File: src/rtl/inst_fetch_queue.sv
// Byte-serial instruction fetch assembling big-endian words into a DEPTH-entry {pc,inst} FIFO.
// One word per 5 cycles; fetch starts a word only when a slot is free, so a stalled consumer parks it in IDLE.
module inst_fetch_queue #(
   parameter int          DEPTH    = 4,
   parameter logic [31:0] RESET_PC = 32'h0000_0000
) (
   input  logic                     CLK,
   input  logic                     RST,
   output logic                     imem_re,
   output logic [31:0]              imem_addr,
   input  logic [7:0]               imem_rdata,
   input  logic                     redirect,
   input  logic [31:0]              redirect_pc,
   output logic                     inst_valid,
   input  logic                     inst_ready,
   output logic [31:0]              inst,
   output logic [31:0]              inst_pc,
   output logic [31:0]              inst_pc4,
   output logic [$clog2(DEPTH):0]   count
);
   localparam int AW = $clog2(DEPTH);
   localparam int CW = AW + 1;
   localparam logic [CW-1:0] FULL = CW'(DEPTH);

   typedef enum logic [1:0] {IDLE, ISSUE, LAST} state_t;

   state_t        state, state_nxt;
   logic [1:0]    bi, bi_nxt;
   logic [31:0]   fetch_pc;
   logic [23:0]   asm_q;
   logic [31:0]   mem_pc   [DEPTH];
   logic [31:0]   mem_inst [DEPTH];
   logic [AW-1:0] rptr, wptr;
   logic          push, pop;
   logic [CW-1:0] count_post;

   assign pop        = inst_valid && inst_ready;
   assign push       = (state == LAST);
   assign count_post = count + CW'(push) - CW'(pop);

   assign inst_valid = (count != '0);
   assign inst       = mem_inst[rptr];
   assign inst_pc    = mem_pc[rptr];
   assign inst_pc4   = inst_pc + 32'd4;
   assign imem_addr  = fetch_pc + {30'b0, bi};

   always_comb begin
      state_nxt = state;
      bi_nxt    = bi;
      imem_re   = 1'b0;
      case (state)
         IDLE: begin
            if (count < FULL) begin
               state_nxt = ISSUE;
               bi_nxt    = 2'd0;
            end
         end
         ISSUE: begin
            imem_re = 1'b1;
            if (bi == 2'd3) begin
               state_nxt = LAST;
               bi_nxt    = 2'd0;
            end else begin
               bi_nxt = bi + 2'd1;
            end
         end
         LAST: begin
            bi_nxt    = 2'd0;
            // Reserve a slot for the next word against the post-edge occupancy.
            state_nxt = (count_post < FULL) ? ISSUE : IDLE;
         end
         default: begin
            state_nxt = IDLE;
            bi_nxt    = 2'd0;
         end
      endcase
   end

   always_ff @(posedge CLK) begin
      if (RST) begin
         state    <= IDLE;
         bi       <= 2'd0;
         fetch_pc <= RESET_PC;
         asm_q    <= '0;
         count    <= '0;
         rptr     <= '0;
         wptr     <= '0;
         for (int i = 0; i < DEPTH; i++) begin
            mem_pc[i]   <= '0;
            mem_inst[i] <= '0;
         end
      end else if (redirect) begin
         state    <= ISSUE;
         bi       <= 2'd0;
         fetch_pc <= {redirect_pc[31:2], 2'b00};
         asm_q    <= '0;
         count    <= '0;
         rptr     <= '0;
         wptr     <= '0;
      end else begin
         state <= state_nxt;
         bi    <= bi_nxt;
         // Read data lags its request by one cycle; bi=0 cycles carry no live byte.
         if (state == ISSUE && bi != 2'd0)
            asm_q <= {asm_q[15:0], imem_rdata};
         if (push) begin
            mem_pc[wptr]   <= fetch_pc;
            mem_inst[wptr] <= {asm_q, imem_rdata};
            wptr           <= wptr + 1'b1;
            fetch_pc       <= fetch_pc + 32'd4;
         end
         if (pop)
            rptr <= rptr + 1'b1;
         count <= count_post;
      end
   end
endmodule

File: config.mk
export PLATFORM = sky130hd
export DESIGN_NAME = inst_fetch_queue
export DESIGN_NICKNAME = d
export VERILOG_FILES = /design/src/rtl/inst_fetch_queue.sv
export SDC_FILE = /design/constraint.sdc
export NUM_CORES = 1
export LEC_CHECK = 0
export ABC_CLOCK_PERIOD_IN_PS = 7100
export CAP_MARGIN = 10
export CORE_MARGIN = 5
export CORE_UTILIZATION = 60
export DETAILED_ROUTE_END_ITERATION = 6
export PLACE_DENSITY_LB_ADDON = 0.3
export SKIP_LAST_GASP = 1
export SLEW_MARGIN = 30
export SYNTH_ARGS = -nofsm -noshare
export SYNTH_HDL_FRONTEND = slang
export SYNTH_SLANG_ARGS = --single-unit
File: constraint.sdc
create_clock -name CLK -period 7.1 [get_ports CLK]
set_clock_uncertainty 0.05 [all_clocks]
set_input_delay 1.42 -clock CLK [delete_from_list [all_inputs] [get_ports CLK]]
set_output_delay 1.42 -clock CLK [all_outputs]
set_load 0.05 [all_outputs]
**Yosys cells after proc, flatten, opt, wreduce, memory -nomap -nowiden**

Memories as Yosys holds them, arrays and structs flattened. A register that Yosys moved wholly into a read port is not among the register bits.
Cells that the tools add are included.

- Input bits: 44
- Logic and storage cells: 66
- Flip-flop bits (word level): 67
- Memories: 2
- Memory bits (writable): 256
- Bits in read-only memories: 0
- Bits in latches: 0
- Output and inout port bits: 133

Memories:

| name | depth | bits a word | rd ports | clocked after Yosys merged registers in | write ports | line | text |
|---|---|---|---|---|---|---|---|
| mem_inst | 4 | 32 | 1 | 1 | 4 | 32 | `logic [31:0] mem_inst [DEPTH];` |
| mem_pc | 4 | 32 | 1 | 1 | 4 | 31 | `logic [31:0] mem_pc [DEPTH];` |

- Reductions and logical operators: 11
- Multipliers: 0
- Multiplexer cells: 27
- Equal/unequal tests: 7
- Add/sub/neg operators: 8
- Order comparisons: 2
- Shift-type cells: 0
- Div/mod/pow operators: 0
- Bitwise logic cells: 0

Operators with widths:

| kind | count |
|---|---|
| 2-to-1 mux 32 bit | 4 |
| adder 32 x 3 -> 32 bit (second input constant) | 2 |
| OR reduction 32 bit | 2 |
| adder 32 x 2 -> 32 bit | 1 |
| 2-to-1 mux 2 bit | 10 |
| 2-to-1 mux 1 bit | 11 |
| adder 2 x 1 -> 2 bit (second input constant) | 3 |
| < comparator 3 bit (second input constant) | 2 |
| inequality test 3 bit (second input constant) | 2 |
| one-hot mux 2 bit (3 select lines) | 1 |
| equality test 2 bit (second input constant) | 2 |
| inequality test 2 bit (second input constant) | 2 |
| one-hot mux 2 bit (2 select lines) | 1 |
| AND reduction 2 bit | 2 |
| nonzero test 2 bit | 2 |
| adder 3 x 1 -> 3 bit | 1 |
| nonzero test 3 bit | 1 |
| subtractor 3 x 1 -> 3 bit | 1 |
| equality test 2 x 1 -> 1 bit (second input constant) | 1 |
| logical AND 1 bit | 2 |
| logical NOT 2 bit | 1 |
| OR reduction 2 bit | 1 |

**Depth between registers and ports, before layout**

Gate-level depths: netlist of run 1.

- Depth in word-level cells: 7
- Mapped depth: 13
- Mapped depth without buffers: 11

**Least setup slack after synthesis of run 1**

No wires, ideal clock.

- Kind: register to output
- Start: register (tool-made name)
- End: output inst_pc4[28]
- Required time: 5.630 ns
- Stages on the path, launching flop included: 9
- Arrival: 3.052 ns
- Buffers on the path: 2
- Setup slack: 2.578 ns
- Path through: dfxtp_1 -> buf_6 -> buf_12 -> mux4_1 -> ha_1 -> nand2_1 -> nor4_1 -> nand4_1 -> xnor2_1

RTL lines:

| what | line | text |
|---|---|---|
| end, declared | 18 | `output logic [31:0] inst_pc4,` |

==> results.py, run 1 <==
metrics = {
    "synth": {
        "synth_xor_area_share_pct": 3.69,
        "synth_seq_cells": 315,
        "synth_top_family_by_area": "simple AND/OR/NAND/NOR gates",
        "async_flop_share_pct": 0,
        "yosys_warnings": 0,
        "synth_area_leaders": "edfxtp_1, dfxtp_1, and2_1, mux4_2, xnor2_1",
        "yosysTopAreaCell": "edfxtp_1",
        "ys_seq_area_share_pct": 60.7,
        "synth-simple-area-share_pct": 18.7,
        "synthMuxAreaShare_pct": 10.3,
        "synth_cell_types": 53,
        "synth_cells": 1078,
        "avgSynthCellArea_um2": 13.4,
        "netlist.area_leader.share_pct": 51.5,
        "synth-compound-area-share_pct": 2.65,
        "synth_area_um2": 14500,
        "synth_edf_count": 248,
        "ys.flop_type": "edfxtp_1",
        "synthAdderAreaFrac_pct": 0.657,
    },
    "timing": {
        "worst_slack_ns": 1.41,
        "finalHoldViolCount": 0,
        "period_minus_slack_ns": 5.69,
        "tightest_slew_ns": 0.954,
        "finalSetupTns_ns": 0,
        "hold_ws_ns": 0.435,
        "fmax_mhz": 176,
        "fin_crit_sh_pct": 80.2,
        "setup_violations": 0,
        "rsz0062_at_grt": "false",
        "drv_slew": 0,
        "max_slew_margin_pct": 36.4,
    },
    "global_route": {
        "antenna_found_initial": 1,
        "overflow": 0,
        "grt_use_total_pct": 25.8,
        "grt_max_degree": 63,
        "grt_pass1_wl_mm": 54.0,
        "grt_pass1_vias": 9480,
    },
    "placed_design": {
        "hpwl_mm": 20.5,
        "port_buffers": 170,
        "post-place-ws_ns": 1.96,
        "gp_congestion": 0.789,
    },
    "clocking": {
        "clock_latency_ns": 0.54,
        "cts_tree": "done",
        "cts_buffer_depth": 3,
        "cts_made_buffers": 31,
        "cts.hold.buffers_added": 0,
        "postCtsSetupBuffers": 0,
        "h-tree-depth": 1,
        "cts_resized": 0,
        "cts.sinks": 315,
        "clk_pin_slew_ns": 0.06,
        "cts_root_buffer": "clkbuf_16",
    },
    "pwr": {
        "max-vdd-ir-drop_v": 0.000179,
        "pwr-share-clk_pct": 40.7,
        "internal_power_mw": 3.15,
        "power_density_nw_per_um2": 234,
        "power.leakage_nw": 6.25,
        "seqPwrFrac_pct": 51.1,
        "switchingPower_mw": 0.926,
        "netSwitchingFraction_pct": 22.7,
        "comb_power_share_pct": 8.2,
    },
    "min_path": {
        "min-delay-start": "asm_q[19]",
        "min_path_cells": 2,
        "hp-class": "flip-flop to flip-flop",
    },
    "layout": {
        "diodes": 0,
        "n_fill_cell": 1517,
        "drive_above_1_share_pct": 10.7,
        "nNetsFinal": 1266,
        "area_growth_pct": 20.2,
    },
    "floorplan": {
        "die_y_um": 165,
        "initial_core_util_pct": 61.3,
        "row_count": 56,
        "ioPinCount": 177,
        "core_region_area_um2": 23600,
        "dieArea_um2": 27300,
        "die_x_um": 165,
    },
    "detailed_routing": {
        "routedWlPerCell_um": 22.4,
        "drtAntennaViolNets": 0,
        "drc_errors": 0,
        "routed_via_density": 5.99,
        "drt_iter0_markers": 909,
        "drt-total-wl_mm": 34.9,
        "first_pass_iters": 5,
        "vias": 9320,
    },
    "setup_path": {
        "reg2reg_from": "state[1]",
        "crit_path_end": "inst_pc4[28]",
        "cp_max_fo": 43,
        "cp-start-kind": "flip-flop",
        "r2r_end": "state[0]",
        "required_ns": 5.63,
        "rr_worst_depth": 12,
        "end_kind": "output pin",
        "crit_type": "flip-flop to output pin",
        "r2r_setup_slack_ns": 3.76,
        "worst_ep_arrival_time_ns": 4.22,
    },
    "flow_run": {
        "drv_cap": 0,
    },
    "run_status": {
        "status": "complete, no violations",
    },
}
[through the flow]
stage	power, mW	util [%]	instances	instance area [um2]
finish	4.08	73.6	1557	17400
global route	4.19	73.6	1557	17400
CTS	4.09	73.6	1557	17400
detailed placement	2.46	69.2	1501	16300
global placement	2.45	69.2	1501	16300
floorplan	2.32	-	1081	14500
[placed cells by master, fill, tap and decap left out, types with 33 or more instances in the layout]
cell / netlist / routed
dfxtp_1: 67 / 65
nand2_1: 77 / 77
clkdlybuf4s50_1: 0 / 170
nor2_1: 51 / 50
mux4_2: 46 / 46
and3_1: 61 / 61
edfxtp_1: 248 / 248
a21oi_1: 33 / 33
and2_1: 185 / 185
xnor2_1: 49 / 49
[flip-flops by register name, indices dropped and copies added, names as in the netlist, named ones only]
signal / flops
mem_inst: 128
mem_pc: 120
fetch_pc: 30
asm_q: 24
count: 3
bi: 2
rptr: 2
state: 2
wptr: 2
[worst min path at each step]
stage | slack [ns] | to
2_1_floorplan | 0.41 | asm_q[16]
3_3_place_gp | 0.42 | asm_q[23]
3_5_place_dp | 0.43 | asm_q[19]
4_1_cts | 0.44 | asm_q[19]
5_1_grt | 0.47 | asm_q[17]
6_report | 0.43 | asm_q[19]
[cell families after synthesis]
logic type	after synthesis
DFF	315
adders and majority gates	7
muxes	65
other	1
and+or+nand+nor	470
xor gates and xnor gates	61
buffers and inverters	98
AOI/OAI and AO/OA	61
[critical path, stage by stage, from the launching register on]
cell             delay [ns]
dfxtp_4                0.93
mux4_1                 0.53
ha_1                   0.25
nand2_1                0.28
nor4_1                 0.50
nand4_1                0.18
xnor2_1                0.17
clkdlybuf4s50_1        0.83
[per-layer routing]
metal / track usage (%) / part of all wire [%]
met2: 43.3 / 50
met5: 0 / 0.040
met3: 4.12 / 8.6
met1: 35.7 / 40
met4: 6.86 / 2.0
[synth_stat cells, drive strengths merged (18+ instances only)]
cell type / instances
a211oi: 20
nor2: 51
edfxtp: 248
and3: 61
xnor2: 49
nor4: 19
and2: 187
clkbuf: 64
nand2: 78
a21oi: 33
buf: 18
nand3: 20
mux4: 62
dfxtp: 67
[power by group through the flow]
stage / clock network, mW / registers [mW] / logic (mW)
3_3_place_gp: 0 / 2.12 / 0.332
3_5_place_dp: 0 / 2.12 / 0.335
6_report: 1.66 / 2.08 / 0.336
4_1_cts: 1.67 / 2.08 / 0.337
2_1_floorplan: 0 / 2.14 / 0.170
5_1_grt: 1.75 / 2.09 / 0.350
[cell type report]
cell class,instances,area [um2],share of cell area [%]
Clock inverter,14,174,1.00
Clock buffer,42,867,4.99
Sequential cell,315,8790,50.6
Tap cell,319,399,2.30
Multi-Input combinational cell,668,5270,30.3
Inverter,16,60.1,0.345
Timing Repair Buffer,183,1820,10.5
Power figures use the tool's default switching activity.
==> inputs of run 2 (changes only) <==
--- a/config.mk
+++ b/config.mk
@@ -5,10 +5,10 @@
 export SDC_FILE = /design/constraint.sdc
 export NUM_CORES = 1
 export LEC_CHECK = 0
-export ABC_CLOCK_PERIOD_IN_PS = 7100
+export ABC_CLOCK_PERIOD_IN_PS = 5400
 export CAP_MARGIN = 10
 export CORE_MARGIN = 5
-export CORE_UTILIZATION = 60
+export CORE_UTILIZATION = 56
 export DETAILED_ROUTE_END_ITERATION = 6
 export PLACE_DENSITY_LB_ADDON = 0.3
 export SKIP_LAST_GASP = 1
==> constraint.sdc (replaced) <==
create_clock -name CLK -period 5.4 [get_ports CLK]
set_clock_uncertainty 0.05 [all_clocks]
set_input_delay 1.08 -clock CLK [delete_from_list [all_inputs] [get_ports CLK]]
set_output_delay 1.08 -clock CLK [all_outputs]
set_load 0.05 [all_outputs]
==> results.py, run 2 (synthesis gave the netlist of run 1 again) <==
metrics = {
    "run_status": {
        "status": "complete, no violations",
    },
    "layout": {
        "final_cell_mix": "edfxtp_1, and2_1, clkdlybuf4s50_1",
        "regMostFlops": "mem_inst",
        "largest_register_ffs": 128,
        "diodes": 0,
        "drive_above_1_share_pct": 10.8,
        "final_cells": 1576,
        "mostFrequentLayoutCell": "edfxtp_1",
        "nNetsFinal": 1272,
        "area_growth_pct": 19.8,
        "reg_top3": "mem_inst (128), mem_pc (120), fetch_pc (30)",
        "post-route-util_pct": 68.5,
    },
    "floorplan": {
        "die_y_um": 171,
        "initial_core_util_pct": 57.1,
        "dieArea_um2": 29200,
        "die_x_um": 171,
        "ioPinCount": 177,
        "core_region_area_um2": 25300,
        "row_count": 58,
    },
    "setup_path": {
        "cp-start-kind": "flip-flop",
        "r2r_setup_slack_ns": 2.49,
        "end_kind": "output pin",
        "required_ns": 4.27,
        "path_cells": "mux4_1, ha_1, nand2_1, nor2_1, and3_1, xor2_1, clkdlybuf4s50_1",
        "worst_ep_arrival_time_ns": 3.84,
        "crit_type": "flip-flop to output pin",
        "rr_worst_depth": 4,
        "cp_max_fo": 26,
        "critPathSlowestCell": "clkdlybuf4s50_1",
        "reg2reg_from": "state[1]",
        "r2r_end": "mem_inst[3][10]",
        "cpPeakStageDelay_ns": 0.82,
    },
    "timing": {
        "finalSetupTns_ns": 0,
        "max_slew_margin_pct": 40.9,
        "period_minus_slack_ns": 4.97,
        "drv_slew": 0,
        "fmax_mhz": 201,
        "tightest_slew_ns": 0.886,
        "setup_violations": 0,
        "rsz0062_at_grt": "false",
        "hold_ws_ns": 0.448,
        "fin_crit_sh_pct": 92.0,
        "finalHoldViolCount": 0,
    },
    "pwr": {
        "finalPower_mw": 5.20,
        "power.leakage_nw": 6.24,
        "power_density_nw_per_um2": 300,
        "max-vdd-ir-drop_v": 0.000181,
    },
    "global_route": {
        "antenna_found_initial": 1,
        "overflow": 0,
        "grt_pass1_vias": 9622,
        "grt_use_total_pct": 23.9,
        "grt_max_degree": 63,
        "grt_pass1_wl_mm": 54.1,
    },
    "clocking": {
        "clock_latency_ns": 0.56,
        "cts.sinks": 315,
        "cts_resized": 0,
        "h-tree-depth": 1,
        "clk_pin_slew_ns": 0.06,
        "cts_made_buffers": 31,
        "cts_buffer_depth": 3,
        "cts.hold.buffers_added": 0,
        "cts_root_buffer": "clkbuf_16",
        "cts_tree": "done",
        "postCtsSetupBuffers": 0,
    },
    "min_path": {
        "min-delay-start": "asm_q[22]",
        "min_path_cells": 2,
        "whs_endpoint": "asm_q[22]",
        "hp-class": "flip-flop to flip-flop",
    },
    "detailed_routing": {
        "routed_via_density": 5.87,
        "routedWlPerCell_um": 22.0,
        "drt_iter0_markers": 824,
        "first_pass_iters": 5,
        "drtAntennaViolNets": 0,
        "drc_errors": 0,
        "vias": 9247,
        "drt-total-wl_mm": 34.7,
    },
    "placed_design": {
        "gp_congestion": 0.787,
        "hpwl_mm": 21.0,
        "post-place-cells": 1518,
        "port_buffers": 170,
    },
    "flow_run": {
        "drv_cap": 0,
    },
}
## run 2: worst max path at each step
stage,slack (ns),start,cells past startpoint,endpoint
detailed placement,0.99,flip-flop,7,inst_pc4[10]
CTS,0.38,flip-flop,7,inst_pc4[10]
floorplan,1.22,flip-flop,8,inst_pc4[28]
global route,0.20,flip-flop,7,inst_pc4[28]
finish,0.43,flip-flop,7,inst_pc4[10]
global placement,1.04,flip-flop,7,inst_pc4[10]
## run 2: layout make-up
cell class                 count  area (um2)
sequential                   315        8790
fill                        1766        7990
multi-input combinational    668        5260
timing repair buffer         189        1870
clock buffer                  45         848
tap                          330         413
clock inverter                13        92.6
inverter                      16        60.1
## run 2: critical path, delay by kind of cell (launching register included)
kind          cells  cell delay, ns
xor+xnor          1            0.14
simple gates      3            0.66
flops             1            0.66
mux               1            0.72
buf+inv           1            0.82
fa+ha+maj         1            0.27
## run 2: metrics by stage
stage	area [um2]	worst slack, ns
6_report	17300	0.432
5_1_grt	17300	0.199
4_1_cts	17300	0.380
3_5_place_dp	16400	0.994
3_3_place_gp	16400	1.04
2_1_floorplan	14500	1.22
## run 2: routing by layer
layer	track usage, %	share of wire, %	up-vias
met4	6.77	2.2	2
met3	4.25	8.8	51
met1	33.4	40	4552
met5	0	0.037	-
met2	39.2	49	434
li1	-	-	4208
## run 2: where the power goes
group,total [mW],internal (mW),switching [mW]
Combinational,0.440,0.147,0.293
Sequential,2.74,2.68,0.0519
Clock,2.03,1.14,0.891
Total,5.20,3.97,1.24
